**config.mk**
```make
export PLATFORM = sky130hd
export DESIGN_NAME = dac_frame_sequencer
export DESIGN_NICKNAME = d
export VERILOG_FILES = /design/src/rtl/dac_frame_sequencer.sv
export SDC_FILE = /design/constraint.sdc
export NUM_CORES = 1
export LEC_CHECK = 0
export BUFFER_PORTS_ARGS = -buffer_cell sky130_fd_sc_hd__buf_2
export CAP_MARGIN = 20
export CELL_PAD_IN_SITES_DETAIL_PLACEMENT = 0
export CELL_PAD_IN_SITES_GLOBAL_PLACEMENT = 1
export CORE_MARGIN = 1
export CORE_UTILIZATION = 50
export DETAILED_ROUTE_END_ITERATION = 8
export PLACE_DENSITY = 0.88
export SYNTH_ARGS = -nofsm -noshare
export SYNTH_HDL_FRONTEND = slang
export SYNTH_SLANG_ARGS = --single-unit
```
**constraint.sdc**
```tcl
create_clock -name clk -period 2.55 [get_ports clk]
set_input_delay 0.255 -clock clk [delete_from_list [all_inputs] [get_ports clk]]
set_output_delay 0.255 -clock clk [all_outputs]
set_load 0.005 [all_outputs]
```
**src/rtl/dac_frame_sequencer.sv**
```systemverilog
// Deframes a start-marked serial stream into VREF/DATA shadows and commits after a settle gap.
// Latency: selected output updates W+2+SETTLE_CYC edges after the start bit (one more with parity).
// No backpressure: sen/sdi are sampled every cycle; DAC_SEQ_PARITY_EN adds an even-parity bit.
module dac_frame_sequencer #(
  parameter int VREF_W     = 4,
  parameter int DATA_W     = 8,
  parameter int SETTLE_CYC = 4
) (
  input  logic              clk,
  input  logic              rst_n,
  input  logic              sen,
  input  logic              sdi,
  output logic [VREF_W-1:0] vref_out,
  output logic [DATA_W-1:0] data_out,
  output logic              load_strobe,
  output logic              busy,
  output logic              frame_err
);

  localparam int MAXW = (VREF_W > DATA_W) ? VREF_W : DATA_W;
  localparam int BCW  = $clog2(MAXW + 1);
  // Sized so the counter can hold SETTLE_CYC-1 without wrapping; stays 1 bit when SETTLE_CYC is 0.
  localparam int SCW  = $clog2(SETTLE_CYC + 2);

  localparam logic [BCW-1:0] VREF_LAST   = BCW'(VREF_W - 1);
  localparam logic [BCW-1:0] DATA_LAST   = BCW'(DATA_W - 1);
  localparam logic [SCW-1:0] SETTLE_LAST = SCW'((SETTLE_CYC > 0) ? SETTLE_CYC - 1 : 0);

  typedef enum logic [2:0] {
    IDLE,
    SEL,
    PAYLOAD,
`ifdef DAC_SEQ_PARITY_EN
    PARITY,
`endif
    SETTLE,
    COMMIT,
    WAIT_LOW
  } state_t;

  // With no settle interval the commit follows the last frame bit directly.
  localparam state_t AFTER_FRAME = (SETTLE_CYC == 0) ? COMMIT : SETTLE;

  state_t              state_q, state_d;
  logic                sel_q, sel_d;
  logic [BCW-1:0]      bit_cnt_q, bit_cnt_d;
  logic [SCW-1:0]      settle_cnt_q, settle_cnt_d;
  logic [VREF_W-1:0]   vref_sh_q, vref_sh_d;
  logic [DATA_W-1:0]   data_sh_q, data_sh_d;
  logic [VREF_W-1:0]   vref_q, vref_d;
  logic [DATA_W-1:0]   data_q, data_d;
  logic                load_q, load_d;
  logic                err_q, err_d;
`ifdef DAC_SEQ_PARITY_EN
  logic                par_q, par_d;
`endif

  // Next-state, shadow shifting and commit logic.
  always_comb begin
    state_d      = state_q;
    sel_d        = sel_q;
    bit_cnt_d    = bit_cnt_q;
    settle_cnt_d = settle_cnt_q;
    vref_sh_d    = vref_sh_q;
    data_sh_d    = data_sh_q;
    vref_d       = vref_q;
    data_d       = data_q;
    load_d       = 1'b0;
    err_d        = 1'b0;
`ifdef DAC_SEQ_PARITY_EN
    par_d        = par_q;
`endif

    case (state_q)
      IDLE: begin
        if (sen && sdi) begin
          state_d = SEL;
        end
      end

      SEL: begin
        if (!sen) begin
          err_d   = 1'b1;
          state_d = IDLE;
        end else begin
          sel_d     = sdi;
          bit_cnt_d = '0;
          if (sdi) data_sh_d = '0;
          else     vref_sh_d = '0;
`ifdef DAC_SEQ_PARITY_EN
          par_d = sdi;
`endif
          state_d = PAYLOAD;
        end
      end

      PAYLOAD: begin
        if (!sen) begin
          err_d   = 1'b1;
          state_d = IDLE;
          if (sel_q) data_sh_d = '0;
          else       vref_sh_d = '0;
        end else begin
          bit_cnt_d    = bit_cnt_q + 1'b1;
          settle_cnt_d = '0;
`ifdef DAC_SEQ_PARITY_EN
          par_d = par_q ^ sdi;
`endif
          if (sel_q) data_sh_d = {data_sh_q[DATA_W-2:0], sdi};
          else       vref_sh_d = {vref_sh_q[VREF_W-2:0], sdi};
          if ((sel_q && bit_cnt_q == DATA_LAST) || (!sel_q && bit_cnt_q == VREF_LAST)) begin
`ifdef DAC_SEQ_PARITY_EN
            state_d = PARITY;
`else
            state_d = AFTER_FRAME;
`endif
          end
        end
      end

`ifdef DAC_SEQ_PARITY_EN
      PARITY: begin
        if (!sen) begin
          err_d   = 1'b1;
          state_d = IDLE;
          if (sel_q) data_sh_d = '0;
          else       vref_sh_d = '0;
        end else if (par_q ^ sdi) begin
          // Odd total of ones: reject the frame and wait for the qualifier to drop.
          err_d   = 1'b1;
          state_d = WAIT_LOW;
          if (sel_q) data_sh_d = '0;
          else       vref_sh_d = '0;
        end else begin
          settle_cnt_d = '0;
          state_d      = AFTER_FRAME;
        end
      end
`endif

      SETTLE: begin
        if (settle_cnt_q == SETTLE_LAST) begin
          state_d = COMMIT;
        end else begin
          settle_cnt_d = settle_cnt_q + 1'b1;
        end
      end

      COMMIT: begin
        load_d = 1'b1;
        if (sel_q) data_d = data_sh_q;
        else       vref_d = vref_sh_q;
        state_d = sen ? WAIT_LOW : IDLE;
      end

      WAIT_LOW: begin
        if (!sen) begin
          state_d = IDLE;
        end
      end

      default: state_d = IDLE;
    endcase
  end

  // State, shadow and output registers.
  always_ff @(posedge clk or negedge rst_n) begin
    if (!rst_n) begin
      state_q      <= IDLE;
      sel_q        <= 1'b0;
      bit_cnt_q    <= '0;
      settle_cnt_q <= '0;
      vref_sh_q    <= '0;
      data_sh_q    <= '0;
      vref_q       <= '0;
      data_q       <= '0;
      load_q       <= 1'b0;
      err_q        <= 1'b0;
`ifdef DAC_SEQ_PARITY_EN
      par_q        <= 1'b0;
`endif
    end else begin
      state_q      <= state_d;
      sel_q        <= sel_d;
      bit_cnt_q    <= bit_cnt_d;
      settle_cnt_q <= settle_cnt_d;
      vref_sh_q    <= vref_sh_d;
      data_sh_q    <= data_sh_d;
      vref_q       <= vref_d;
      data_q       <= data_d;
      load_q       <= load_d;
      err_q        <= err_d;
`ifdef DAC_SEQ_PARITY_EN
      par_q        <= par_d;
`endif
    end
  end

  assign vref_out    = vref_q;
  assign data_out    = data_q;
  assign load_strobe = load_q;
  assign frame_err   = err_q;
  assign busy        = (state_q != IDLE);

endmodule

```
==> impl_metrics.json, run 1 <==
{
  "worst_slack_ns": 0.686,
  "die_x_um": 60.4,
  "cp_max_fo": 21,
  "syn_to_final_growth_pct": 9.60,
  "syn_avg_cell_area_um2": 12.7,
  "start_util_pct": 54.2,
  "path_class": "flop to flop",
  "overflow": 0,
  "seq_area_frac_synth_pct": 54.2,
  "grt_pass1_vias": 969,
  "ant_nets": 0,
  "power_switching_uw": 524,
  "multi_input_area_um2": 704,
  "r2r_cells": 3,
  "htreeDepth": 2,
  "fin_skew_ns": 0.00265,
  "clock-sinks": 37,
  "reg2reg_slack_ns": 0.69,
  "p_comb_share_pct": 23.3,
  "cts_setup_buffers": 0,
  "drc": 0,
  "clk_latency_ns": 0.33,
  "p_int_uw": 1140,
  "hold_buffers": 0,
  "routedWlPerCell_um": 15.0,
  "gp_congestion": 0.747,
  "vdd_ir_drop_max_mv": 0.551,
  "place_inst": 186,
  "crit_required_ns": 2.77,
  "ctsResizeCount": 0,
  "hold_viol": 23,
  "final.fill_count": 274,
  "cts_max_path_buffers": 2,
  "drtIter0Drc": 38,
  "syn_nets": 141,
  "seq_area_um2": 926,
  "synth_edf_count": 0,
  "relSlewSlack_pct": 47.3,
  "yosysWarnings": 0,
  "clkPwrFrac_pct": 25.1,
  "die_h_um": 60.4,
  "drive_gt1_share_pct": 22.0,
  "max_cap_violations": 0,
  "rows": 20,
  "vias": 1081,
  "p_per_area_nw_per_um2": 890,
  "fmax_ghz": 0.537,
  "ys.flop_type": "dfrtp_1",
  "rsz0062_at_grt": "no",
  "swShare_pct": 31.5,
  "cts_tree": "yes",
  "setup_viol": 0,
  "crit_arrival_ns": 2.09,
  "finalSetupTns_ns": 0,
  "via_per_inst": 5.57,
  "crit_path_end_kind": "flop",
  "syn_inst": 134,
  "core_area_um2": 3150,
  "synth_area_um2": 1710,
  "dieArea_um2": 3650,
  "p_seq_share_pct": 51.6,
  "power_leakage_uw": 0.000930,
  "hold_class": "primary input to asynchronous set/reset pin",
  "holdWs_ns": -0.0109,
  "track_usage_pct": 18.1,
  "cts.reportedPaths.clkPinSlew_ns": 0.11,
  "clock-root-buffer": "clkbuf_4",
  "dr.pass1.iters": 4,
  "diodes": 0,
  "hpwl_um": 1910,
  "period_minus_slack_ns": 1.86,
  "antenna_found_initial": 0,
  "stdcell_count": 194,
  "pre_cts_ws_ns": 0.688,
  "worst_pin_slew_ns": 0.791,
  "routed_wirelength_um": 2910,
  "port_buffers": 18,
  "pin_count": 19,
  "numCtsBuffers": 5,
  "final.period_utilization_pct": 73.1,
  "ys_async_sr_fraction_pct": 100,
  "synth_cell_types": 42,
  "nNetsFinal": 156,
  "synth_seq_cells": 37,
  "grt_first_pass_wirelength_um": 4670,
  "grt_start_max_net_pins": 38,
  "slew_viol_final": 0,
  "violations": "hold timing",
  "outcome": "finished, violations left",
  "start_kind": "flop"
}
[critical path, stage by stage, from the launching register on]
cell     delay [ns]
dfrtp_1        0.68
nor3b_2        0.30
and2_1         0.40
mux2_1         0.38
[per-stage QoR]
step | power (uW) | utilization (%) | hold WS, ns | instance area, um2
after floorplan | 1170 | - | -0.0406 | 1710
after global placement | 1240 | 56.7 | 0.371 | 1790
after detailed placement | 1250 | 56.7 | 0.384 | 1790
after CTS | 1680 | 59.4 | 0.00291 | 1870
after global routing | 1780 | 59.4 | 0.0322 | 1870
final | 1670 | 59.4 | -0.0109 | 1870
[final timing paths]
path | startpoint | endpoint
setup / recovery | state_q[2]$_DFFE_PN0P_ | data_out[7]$_DFFE_PN0P_
hold / removal | rst_n | bit_cnt_q[2]$_DFFE_PN0P_
setup reg to reg | state_q[2]$_DFFE_PN0P_ | data_out[7]$_DFFE_PN0P_
hold reg to reg | data_out[5]$_DFFE_PN0P_ | data_out[5]$_DFFE_PN0P_
max in group asynchronous | rst_n | frame_err$_DFF_PN0_
min in group clk | sdi | vref_sh_q[0]$_DFFE_PN0P_
[layer usage]
| layer | global-route usage, % | routed length, um |
|---|---|---|
| met2 | 27.3 | 1330 |
| met1 | 24.1 | 1420 |
| met4 | 7.79 | 48 |
| met5 | 0 | 0 |
| met3 | 5.76 | 114 |
[placed cells by master (no fill, tap or decap), types with 2 or more instances in the layout]
cell	count
dfrtp_1	37
buf_2	18
a22o_1	12
mux2_1	8
mux2_2	5
clkbuf_4	5
o21ai_0	4
o2bb2ai_1	4
inv_1	3
nand2_1	3
nor3b_1	3
nor2b_1	3
a21oi_1	3
nor2_1	3
ha_1	3
or3_1	2
nand3b_1	2
and2_1	2
and4bb_1	2
and2b_1	2
nand3_1	2
nand2b_1	2
[kinds of logic after synthesis]
| group | count (synthesis) | share of synthesized area [%] |
|---|---|---|
| adders and majority gates | 3 | 2.20 |
| AOI/OAI and AO/OA | 32 | 15.0 |
| buffers and inverters | 13 | 4.54 |
| DFF | 37 | 54.2 |
| xor gates and xnor gates | 2 | 1.03 |
| and+or+nand+nor | 33 | 13.8 |
| muxes | 14 | 9.16 |
[cells in the mapped netlist (2+ instances only)]
cell type | number | share of area, %
buf_2 | 5 | 1.5
o21ai_0 | 4 | 1.2
nor2_1 | 3 | 0.66
and2b_1 | 2 | 0.88
mux2_1 | 8 | 5.3
dfrtp_1 | 37 | 54
buf_4 | 4 | 1.8
nand2_1 | 3 | 0.66
ha_1 | 3 | 2.2
nor3b_1 | 3 | 1.3
nor2b_1 | 3 | 1.1
or3_1 | 2 | 0.73
and2_1 | 2 | 0.73
nand3b_1 | 2 | 0.88
o2bb2ai_1 | 4 | 2.1
nand3_1 | 2 | 0.59
and4bb_1 | 2 | 1.5
a21oi_1 | 3 | 0.88
mux2_2 | 5 | 3.3
inv_1 | 3 | 0.66
a22o_1 | 12 | 6.2
nand2b_1 | 2 | 0.73
[layout make-up]
class,instances,share of cell area (%)
flip-flops and latches,37,49.5
repair buffers,18,4.81
well taps,44,2.94
clock inverters,1,1.60
clock buffers,7,2.94
multi-input cells,84,37.6
inverters,3,0.602
[power by group through the flow]
stage	combinational, uW	sequential (uW)	clock, uW
after global routing	442	883	453
after CTS	393	858	433
after floorplan	393	779	0
final	388	860	419
after global placement	377	861	0
after detailed placement	385	867	0
[sequential cells by signal, indices dropped and copies added, names as in the netlist]
name and count:
settle_cnt_q 3, bit_cnt_q 4, load_strobe 1, data_sh_q 8, state_q 3, data_out 8
sel_q 1, frame_err 1, vref_out 4, vref_sh_q 4
(Power assumes the default switching activity.)
==> run 2: changes to the inputs <==
- CORE_UTILIZATION: 50 -> 46
- PLACE_DENSITY: 0.88 -> 0.82
- clock period: 2.55 -> 1.8 ns (I/O delays scaled with it)
==> impl_metrics.json, run 2 (synthesized netlist as in run 1, its figures left out) <==
{
  "max_stage_delay_ns": 0.40,
  "ant_nets": 0,
  "final.period_utilization_pct": 89.5,
  "rsz0062_at_grt": "no",
  "core_area_um2": 3440,
  "drive_gt1_share_pct": 24.2,
  "clock-root-buffer": "clkbuf_8",
  "stdcell_count": 199,
  "reg2reg_slack_ns": 0.19,
  "dr.pass1.iters": 4,
  "cp_max_fo": 4,
  "drc": 0,
  "cts_tree": "yes",
  "fin_area_um2": 1950,
  "start_util_pct": 49.6,
  "htreeDepth": 2,
  "crit_arrival_ns": 1.78,
  "routed_wirelength_um": 3060,
  "pin_count": 19,
  "numCtsBuffers": 5,
  "via_per_inst": 5.66,
  "hold_viol": 37,
  "final.fill_count": 309,
  "ctsResizeCount": 0,
  "dieArea_um2": 3960,
  "power_leakage_uw": 0.000970,
  "hold_class": "primary input to asynchronous set/reset pin",
  "clk_latency_ns": 0.29,
  "p_per_area_nw_per_um2": 1360,
  "max_cap_violations": 0,
  "overflow": 0,
  "fmax_ghz": 0.620,
  "start_kind": "flop",
  "syn_to_final_growth_pct": 14.1,
  "grt_first_pass_wirelength_um": 5440,
  "grt_start_max_net_pins": 38,
  "vias": 1126,
  "cts_max_path_buffers": 2,
  "holdWs_ns": -0.0187,
  "gp_congestion": 0.777,
  "place_inst": 191,
  "final_cell_mix": "dfrtp_1, buf_2, a22o_1, mux2_1",
  "worst_slack_ns": 0.188,
  "port_buffers": 18,
  "dpl_cell_area_um2": 1810,
  "cp_common_cell": "ha_1",
  "setup_viol": 0,
  "pre_cts_ws_ns": 0.190,
  "crit_required_ns": 1.97,
  "cts_setup_buffers": 0,
  "finalSetupTns_ns": 0,
  "diodes": 0,
  "outcome": "finished, violations left",
  "nNetsFinal": 159,
  "cts.reportedPaths.clkPinSlew_ns": 0.08,
  "hold_buffers": 0,
  "die_x_um": 62.9,
  "clock-sinks": 37,
  "worst_pin_slew_ns": 0.821,
  "grt_pass1_vias": 1137,
  "relSlewSlack_pct": 45.2,
  "slowest_stage": "dfrtp_1",
  "vdd_ir_drop_max_mv": 0.869,
  "hpwl_um": 2040,
  "path_class": "flop to flop",
  "slew_viol_final": 0,
  "crit_chain": "ha_1 > ha_1 > and4bb_1 > nor2_1 > mux2_2",
  "antenna_found_initial": 0,
  "die_h_um": 62.9,
  "fin_util_pct": 56.6,
  "track_usage_pct": 18.0,
  "violations": "hold timing",
  "rows": 21,
  "period_minus_slack_ns": 1.61,
  "r2r_cells": 5,
  "routedWlPerCell_um": 15.4,
  "drtIter0Drc": 45,
  "crit_path_end_kind": "flop",
  "fin_skew_ns": 0.00877,
  "final_common_cell": "dfrtp_1"
}
run 2: changes by cell type in the layout (fill, tap and decap cells not counted):
cell       previous run  this run
bufinv_16             1         2
clkbuf_4              5         0
buf_4                 0         3
clkbuf_8              1         5
inv_6                 0         1
clkbuf_1              1         0
run 2: power by group:
group	total (uW)	switching [uW]	leakage [uW]	internal [uW]
Clock	859	301	0.0000687	558
Sequential	1140	150	0.000499	993
Combinational	659	342	0.000401	317
run 2: per-layer routing:
metal / GRT usage, % / wire (um)
met1: 23.7 / 1470
met2: 26.9 / 1410
met3: 5.66 / 121
met4: 7.85 / 56
met5: 0 / 0
run 2: per-stage QoR:
step           power [uW]  hold slack, ns
5_1_grt              2840          0.0428
4_1_cts              2680         0.00276
6_report             2660         -0.0187
3_3_place_gp         1790           0.302
3_5_place_dp         1820           0.317
2_1_floorplan        1660          -0.116
run 2: area by class of cell:
| cell class | count | area (um2) | area share (%) |
|---|---|---|---|
| timing repair buffer | 21 | 113 | 5.78 |
| tap | 46 | 57.6 | 2.95 |
| sequential | 37 | 926 | 47.5 |
| clock inverter | 3 | 68.8 | 3.53 |
| multi-input combinational | 84 | 704 | 36.1 |
| clock buffer | 5 | 68.8 | 3.53 |
| inverter | 3 | 11.3 | 0.578 |
run 2: worst paths after layout:
check                                                  from                     endpoint
worst max-delay path            settle_cnt_q[0]$_DFFE_PN0P_  settle_cnt_q[0]$_DFFE_PN0P_
worst min-delay path                                  rst_n      data_out[5]$_DFFE_PN0P_
worst max register to register  settle_cnt_q[0]$_DFFE_PN0P_  settle_cnt_q[0]$_DFFE_PN0P_
worst min register to register       state_q[1]$_DFFE_PN0P_        load_strobe$_DFF_PN0_
max in group asynchronous                             rst_n  settle_cnt_q[2]$_DFFE_PN0P_
min in group clk                                        sdi     vref_sh_q[0]$_DFFE_PN0P_
run 2: critical path, delay by kind of cell, from the launching register on:
family / cells / cell delay, ns
muxes: 1 / 0.27
DFF: 1 / 0.40
and+or+nand+nor: 2 / 0.41
adders and majority gates: 2 / 0.43
